### src/rtl/rf_pkg.sv
// Shared constants and types for the multi-port register file slice.
package rf_pkg;

  localparam int RF_DATA_W = 32;
  localparam int RF_ADDR_W = 5;
  localparam int RF_NRD    = 2;
  localparam int RF_NWR    = 2;

  typedef logic [RF_ADDR_W-1:0] rf_idx_t;

  localparam rf_idx_t ZERO_REG = 5'd0;

endpackage

### src/rtl/rf_scoreboard.sv
// Per-register busy scoreboard: bset marks a producer in flight, an accepted
// write retires it; a same-cycle set beats the clear. Register 0 never goes busy.
module rf_scoreboard
  import rf_pkg::*;
#(
  parameter int ADDR_W = RF_ADDR_W,
  parameter int NWR    = RF_NWR,
  parameter int NREGS  = 2**ADDR_W
) (
  input  logic                  clk,
  input  logic                  rst,
  input  logic [NWR-1:0]        we,
  input  logic [NWR*ADDR_W-1:0] waddr,
  input  logic                  bset,
  input  logic [ADDR_W-1:0]     bset_addr,
  output logic [NREGS-1:0]      busy
);

  localparam logic [ADDR_W-1:0] ZERO_IDX = ADDR_W'(ZERO_REG);

  logic [NREGS-1:0]  busy_r;
  logic [NREGS-1:0]  set_s;
  logic [NREGS-1:0]  clr_s;
  logic [NREGS-1:0]  busy_nxt_s;
  logic [ADDR_W-1:0] wa_s [NWR];

  for (genvar p = 0; p < NWR; p++) begin : g_wa
    assign wa_s[p] = waddr[p*ADDR_W +: ADDR_W];
  end

  // Next busy vector: a new producer supersedes a retiring one
  always_comb begin
    set_s = {NREGS{1'b0}};
    clr_s = {NREGS{1'b0}};
    for (int p = 0; p < NWR; p++) begin
      clr_s[wa_s[p]] = clr_s[wa_s[p]] | (we[p] & (wa_s[p] != ZERO_IDX));
    end
    set_s[bset_addr] = bset & (bset_addr != ZERO_IDX);
    busy_nxt_s       = set_s | (busy_r & ~clr_s);
    busy_nxt_s[0]    = 1'b0;
  end

  // Busy state register
  always_ff @(posedge clk or posedge rst) begin
    if (rst) begin
      busy_r <= {NREGS{1'b0}};
    end else begin
      busy_r <= busy_nxt_s;
    end
  end

  assign busy = busy_r;

endmodule

### src/rtl/regfile_mp.sv
// Multi-port register file: NRD async read ports, NWR write ports (highest port
// wins on conflict), busy scoreboard. Define RF_BYPASS_EN for write-to-read bypass.
module regfile_mp
  import rf_pkg::*;
#(
  parameter int DATA_W = RF_DATA_W,
  parameter int ADDR_W = RF_ADDR_W,
  parameter int NRD    = RF_NRD,
  parameter int NWR    = RF_NWR,
  parameter int NREGS  = 2**ADDR_W
) (
  input  logic                  clk,
  input  logic                  rst,
  input  logic [NWR-1:0]        we,
  input  logic [NWR*ADDR_W-1:0] waddr,
  input  logic [NWR*DATA_W-1:0] wdata,
  input  logic [NRD*ADDR_W-1:0] raddr,
  output logic [NRD*DATA_W-1:0] rdata,
  output logic [NRD-1:0]        rbusy,
  input  logic                  bset,
  input  logic [ADDR_W-1:0]     bset_addr,
  output logic [NREGS-1:0]      busy
);

  localparam logic [ADDR_W-1:0] ZERO_IDX = ADDR_W'(ZERO_REG);

  logic [DATA_W-1:0] mem_r [NREGS];
  logic [ADDR_W-1:0] wa_s  [NWR];
  logic [DATA_W-1:0] wd_s  [NWR];
  logic [NREGS-1:0]  busy_s;

  logic [NRD*DATA_W-1:0] rdata_s;
  logic [NRD-1:0]        rbusy_s;
  logic [ADDR_W-1:0]     ra_s;
  logic [DATA_W-1:0]     rd_s;
  logic                  rb_s;

  for (genvar p = 0; p < NWR; p++) begin : g_wport
    assign wa_s[p] = waddr[p*ADDR_W +: ADDR_W];
    assign wd_s[p] = wdata[p*DATA_W +: DATA_W];
  end

  rf_scoreboard #(
    .ADDR_W (ADDR_W),
    .NWR    (NWR),
    .NREGS  (NREGS)
  ) u_scoreboard (
    .clk       (clk),
    .rst       (rst),
    .we        (we),
    .waddr     (waddr),
    .bset      (bset),
    .bset_addr (bset_addr),
    .busy      (busy_s)
  );

  // Data array; ports are applied in ascending order so the highest port wins
  always_ff @(posedge clk or posedge rst) begin
    if (rst) begin
      for (int i = 0; i < NREGS; i++) begin
        mem_r[i] <= {DATA_W{1'b0}};
      end
    end else begin
      for (int p = 0; p < NWR; p++) begin
        if (we[p] && (wa_s[p] != ZERO_IDX)) begin
          mem_r[wa_s[p]] <= wd_s[p];
        end
      end
    end
  end

  // Read muxing with optional same-cycle bypass; everything reads 0 under reset
  always_comb begin
    rdata_s = {(NRD*DATA_W){1'b0}};
    rbusy_s = {NRD{1'b0}};
    ra_s    = {ADDR_W{1'b0}};
    rd_s    = {DATA_W{1'b0}};
    rb_s    = 1'b0;
    for (int r = 0; r < NRD; r++) begin
      ra_s = raddr[r*ADDR_W +: ADDR_W];
      if (ra_s == ZERO_IDX) begin
        rd_s = {DATA_W{1'b0}};
      end else begin
        rd_s = mem_r[ra_s];
      end
      rb_s = busy_s[ra_s];
`ifdef RF_BYPASS_EN
      for (int p = 0; p < NWR; p++) begin
        if (we[p] && (wa_s[p] == ra_s) && (ra_s != ZERO_IDX)) begin
          rd_s = wd_s[p];
          rb_s = rb_s & bset & (bset_addr == ra_s);
        end else begin
          rd_s = rd_s;
          rb_s = rb_s;
        end
      end
`else
      rd_s = rd_s;
`endif
      if (rst) begin
        rdata_s[r*DATA_W +: DATA_W] = {DATA_W{1'b0}};
        rbusy_s[r]                  = 1'b0;
      end else begin
        rdata_s[r*DATA_W +: DATA_W] = rd_s;
        rbusy_s[r]                  = rb_s;
      end
    end
  end

  assign rdata = rdata_s;
  assign rbusy = rbusy_s;
  assign busy  = busy_s;

endmodule

### config.mk
export PLATFORM = sky130hd
export DESIGN_NAME = regfile_mp
export DESIGN_NICKNAME = d
export VERILOG_FILES = /design/src/rtl/rf_pkg.sv /design/src/rtl/rf_scoreboard.sv /design/src/rtl/regfile_mp.sv
export SDC_FILE = /design/constraint.sdc
export NUM_CORES = 2
export LEC_CHECK = 0
export CAP_MARGIN = 20
export CELL_PAD_IN_SITES_DETAIL_PLACEMENT = 0
export CELL_PAD_IN_SITES_GLOBAL_PLACEMENT = 2
export CORE_MARGIN = 2
export CORE_UTILIZATION = 35
export CTS_BUF_LIST = sky130_fd_sc_hd__clkbuf_16
export DETAILED_ROUTE_END_ITERATION = 8
export PLACE_DENSITY = 0.79
export SLEW_MARGIN = 20
export SYNTH_ARGS = -nofsm -noshare
export SYNTH_HDL_FRONTEND = slang
export SYNTH_HIERARCHICAL = 1
export SYNTH_SLANG_ARGS = --single-unit
### constraint.sdc
create_clock -name clk -period 47.3 [get_ports clk]
set_input_delay 7.095 -clock clk [delete_from_list [all_inputs] [get_ports clk]]
set_output_delay 7.095 -clock clk [all_outputs]
set_load 0.02 [all_outputs]
==> impl_metrics.tcl <==
set metrics [dict create \
    status "finished, final reports clean" \
    rsz0062_at_grt "no" \
    grt_first_pass_wirelength_um 361100 \
    nets 5839 \
    drtIter0Drc 5483 \
    ys_seq_area_frac 0.3995 \
    synth_adder_area_share 0 \
    cp.arrival_ps 11860 \
    fmax_mhz 52.76 \
    synthCells 6044 \
    holdBufCountCts 0 \
    yosysWarnings 6 \
    grt_max_degree 163 \
    drtPass1Iterations 6 \
    grt_pass1_vias 49640 \
    synth_edf_count 0 \
    start_util 0.3522 \
    die_y_um 438.5 \
    seqPwrFrac 0.430 \
    crit_required_ps 40200 \
    fin_skew_ps 0 \
    postCtsSetupRepairBufs 0 \
    synth_compound_area_frac 0.1194 \
    hold_class "flip-flop to flip-flop" \
    gp_congestion 0.8423 \
    final_area_um2 73470 \
    io_buffers 190 \
    hold_violations 0 \
    clock_latency_ps 750 \
    grt.overflow.total 0 \
    syn_to_final_growth_pct 11.19 \
    finalCriticalPeriod_ps 18950 \
    antenna_found_initial 12 \
    dpl_cell_area_um2 69520 \
    async_reset_ff_frac 1.000 \
    irDropWorstVdd_uv 29.49 \
    tritoncts "yes" \
    synth_top_family_by_area "multiplexers" \
    holdPathStages 0 \
    multiInputGateArea_um2 36820 \
    grtUsageTotal 0.2552 \
    synthXorXnorAreaFrac 0.0005302 \
    core-area_um2 187600 \
    clkPwrFrac 0.310 \
    viasPerCell 6.028 \
    cp_max_fo 102 \
    relSlewSlack 0.2026 \
    postRouteWirelength_um 248900 \
    end_kind "output port" \
    htree_levels 3 \
    reg2regPathDepth 2 \
    maxCapViolCount 0 \
    cts.sinks 1055 \
    worst_pin_slew_ps 1194 \
    maxSlewViolCount 0 \
    fill_cells 17990 \
    intPower_uw 2125 \
    routedWlPerCell_um 29.82 \
    power_frac_comb 0.260 \
    route.detailed.drc 0 \
    p_leak_uw 0.03172 \
    cts_resized 0 \
    die_area_um2 192300 \
    cts_root_buf "clkbuf_16" \
    drive_gt1_frac 0.1651 \
    setup_tns_ps 0 \
    syn_area_um2 66080 \
    synth_fp_nets 6138 \
    clk_path_buf_depth 3 \
    swShare 0.3109 \
    fp.dieW_um 438.5 \
    synth_mux_area_frac 0.3560 \
    vias 50320 \
    clkTransAtPathRegs_ps 60 \
    cts_made_buffers 119 \
    start_kind "primary input" \
    critPathKind "primary input to output port" \
    whs_ps 397.4 \
    syn_area_per_cell_um2 10.93 \
    synth-seq-cells 1055 \
    seqCellArea_um2 26400 \
    synth_flop_cell "dfrtp_1" \
    num_io_pins 192 \
    post-dp-hpwl_um 136200 \
    period_share 0.4007 \
    power_switching_uw 958.6 \
    antenna_left 0 \
    ys_types 64 \
    p_per_area_nw_per_um2 41.97 \
    num_rows 159 \
    synth_simple_gate_area_frac 0.07366 \
    setup_viol_count_final 0 \
]
cells by family after synthesis:
family,count (synthesis)
AO/OA/AOI/OAI,1351
buffers and inverters,763
flip-flops,1055
multiplexers,1692
AND/OR/NAND/NOR,1178
XOR/XNOR,4
other,1
stage by stage:
stage                     std cells  setup WS, ps  utilization  total power (uW)
after floorplan                6044          7078            -              1895
after global placement         8110         28090       0.3699              2111
after detailed placement       8117         28100       0.3706              2139
after CTS                      8337         28080       0.3913              3092
after global routing           8343         27910       0.3916              3232
final                          8347         28350       0.3916              3084
metal layers:
| layer | track usage | up-vias | wire length (um) |
|---|---|---|---|
| met5 | 0 | - | 57 |
| met4 | 0.1092 | 8 | 11180 |
| met3 | 0.03631 | 510 | 16720 |
| met2 | 0.4130 | 2153 | 117800 |
| met1 | 0.3420 | 25790 | 103200 |
| li1 | - | 21860 | - |
area by class of cell:
cell class	instances	area share
multi-input combinational	4226	0.5012
tap	2495	0.04249
inverter	3	0.0002895
sequential	1055	0.3593
timing repair buffer	340	0.04355
clock buffer	120	0.04087
clock inverter	100	0.01202
antenna	8	0.0002725
path summary, 6_finish.rpt:
path                                                 startpoint                               to  slack, ps
worst max-delay path                                   raddr[0]                        rdata[28]      28350
worst min-delay path                      mem_r[1005]$_DFF_PP0_            mem_r[1005]$_DFF_PP0_        400
min in group asynchronous                                   rst   u_scoreboard/busy[8]$_DFF_PP0_       7100
worst max register to register  u_scoreboard/busy[18]$_DFF_PP0_  u_scoreboard/busy[18]$_DFF_PP0_      46350
worst min register to register            mem_r[1005]$_DFF_PP0_            mem_r[1005]$_DFF_PP0_        400
max in group asynchronous                                   rst             mem_r[397]$_DFF_PP0_      36160
critical path, cell delays in order:
cell and delay (ps):
buf_8 560, buf_4 620, buf_4 730, buf_12 760
mux4_2 600, mux2i_1 240, o22a_1 210, o221ai_1 250
clkdlybuf4s50_1 640
synth_stat cells (all sizes together) (5+ instances only):
cell | count | area share
mux2i | 1164 | 0.18
dfrtp | 1055 | 0.40
nor2 | 735 | 0.042
a21oi | 734 | 0.056
mux4 | 526 | 0.18
clkbuf | 495 | 0.028
nand2 | 326 | 0.019
o21ai | 292 | 0.022
buf | 265 | 0.023
a32oi | 93 | 0.012
o221ai | 66 | 0.0087
o22a | 64 | 0.0085
a31oi | 32 | 0.0037
a22oi | 29 | 0.0033
o211ai | 22 | 0.0025
nand3 | 19 | 0.0014
nor2b | 12 | 0.0011
nor3 | 11 | 0.0014
nand2b | 10 | 0.00095
nand3b | 9 | 0.0012
and2 | 8 | 0.00076
nor3b | 7 | 0.00087
o2111ai | 7 | 0.00093
and3b | 6 | 0.00080
and4b | 6 | 0.00091
and3 | 5 | 0.00047
nand4 | 5 | 0.00047
sequential cells by signal, summed over array words and instances, names as in the netlist:
register / flops
mem_r: 1024
u_scoreboard/busy: 31
cell usage in the layout, fill, tap and decap left out, drive strengths merged, types with 19 or more instances in the layout:
| cell type | instances |
|---|---|
| a21oi | 734 |
| clkdlybuf4s50 | 171 |
| nand3 | 19 |
| o211ai | 22 |
| dfrtp | 1055 |
| inv | 21 |
| nand2 | 326 |
| mux4 | 526 |
| o21ai | 292 |
| a22oi | 29 |
| a31oi | 32 |
| o221ai | 66 |
| clkinv | 64 |
| o22a | 64 |
| mux2i | 1164 |
| nor2 | 735 |
| buf | 169 |
| a32oi | 93 |
| clkbuf | 120 |
power groups by stage:
| stage | Sequential (uW) | Combinational, uW | Clock [uW] |
|---|---|---|---|
| 2_1_floorplan | 1280 | 616 | 0 |
| 3_3_place_gp | 1320 | 787 | 0 |
| 3_5_place_dp | 1340 | 804 | 0 |
| 4_1_cts | 1320 | 803 | 967 |
| 5_1_grt | 1360 | 871 | 1000 |
| 6_report | 1330 | 802 | 955 |
Power figures use the tool's default switching activity.
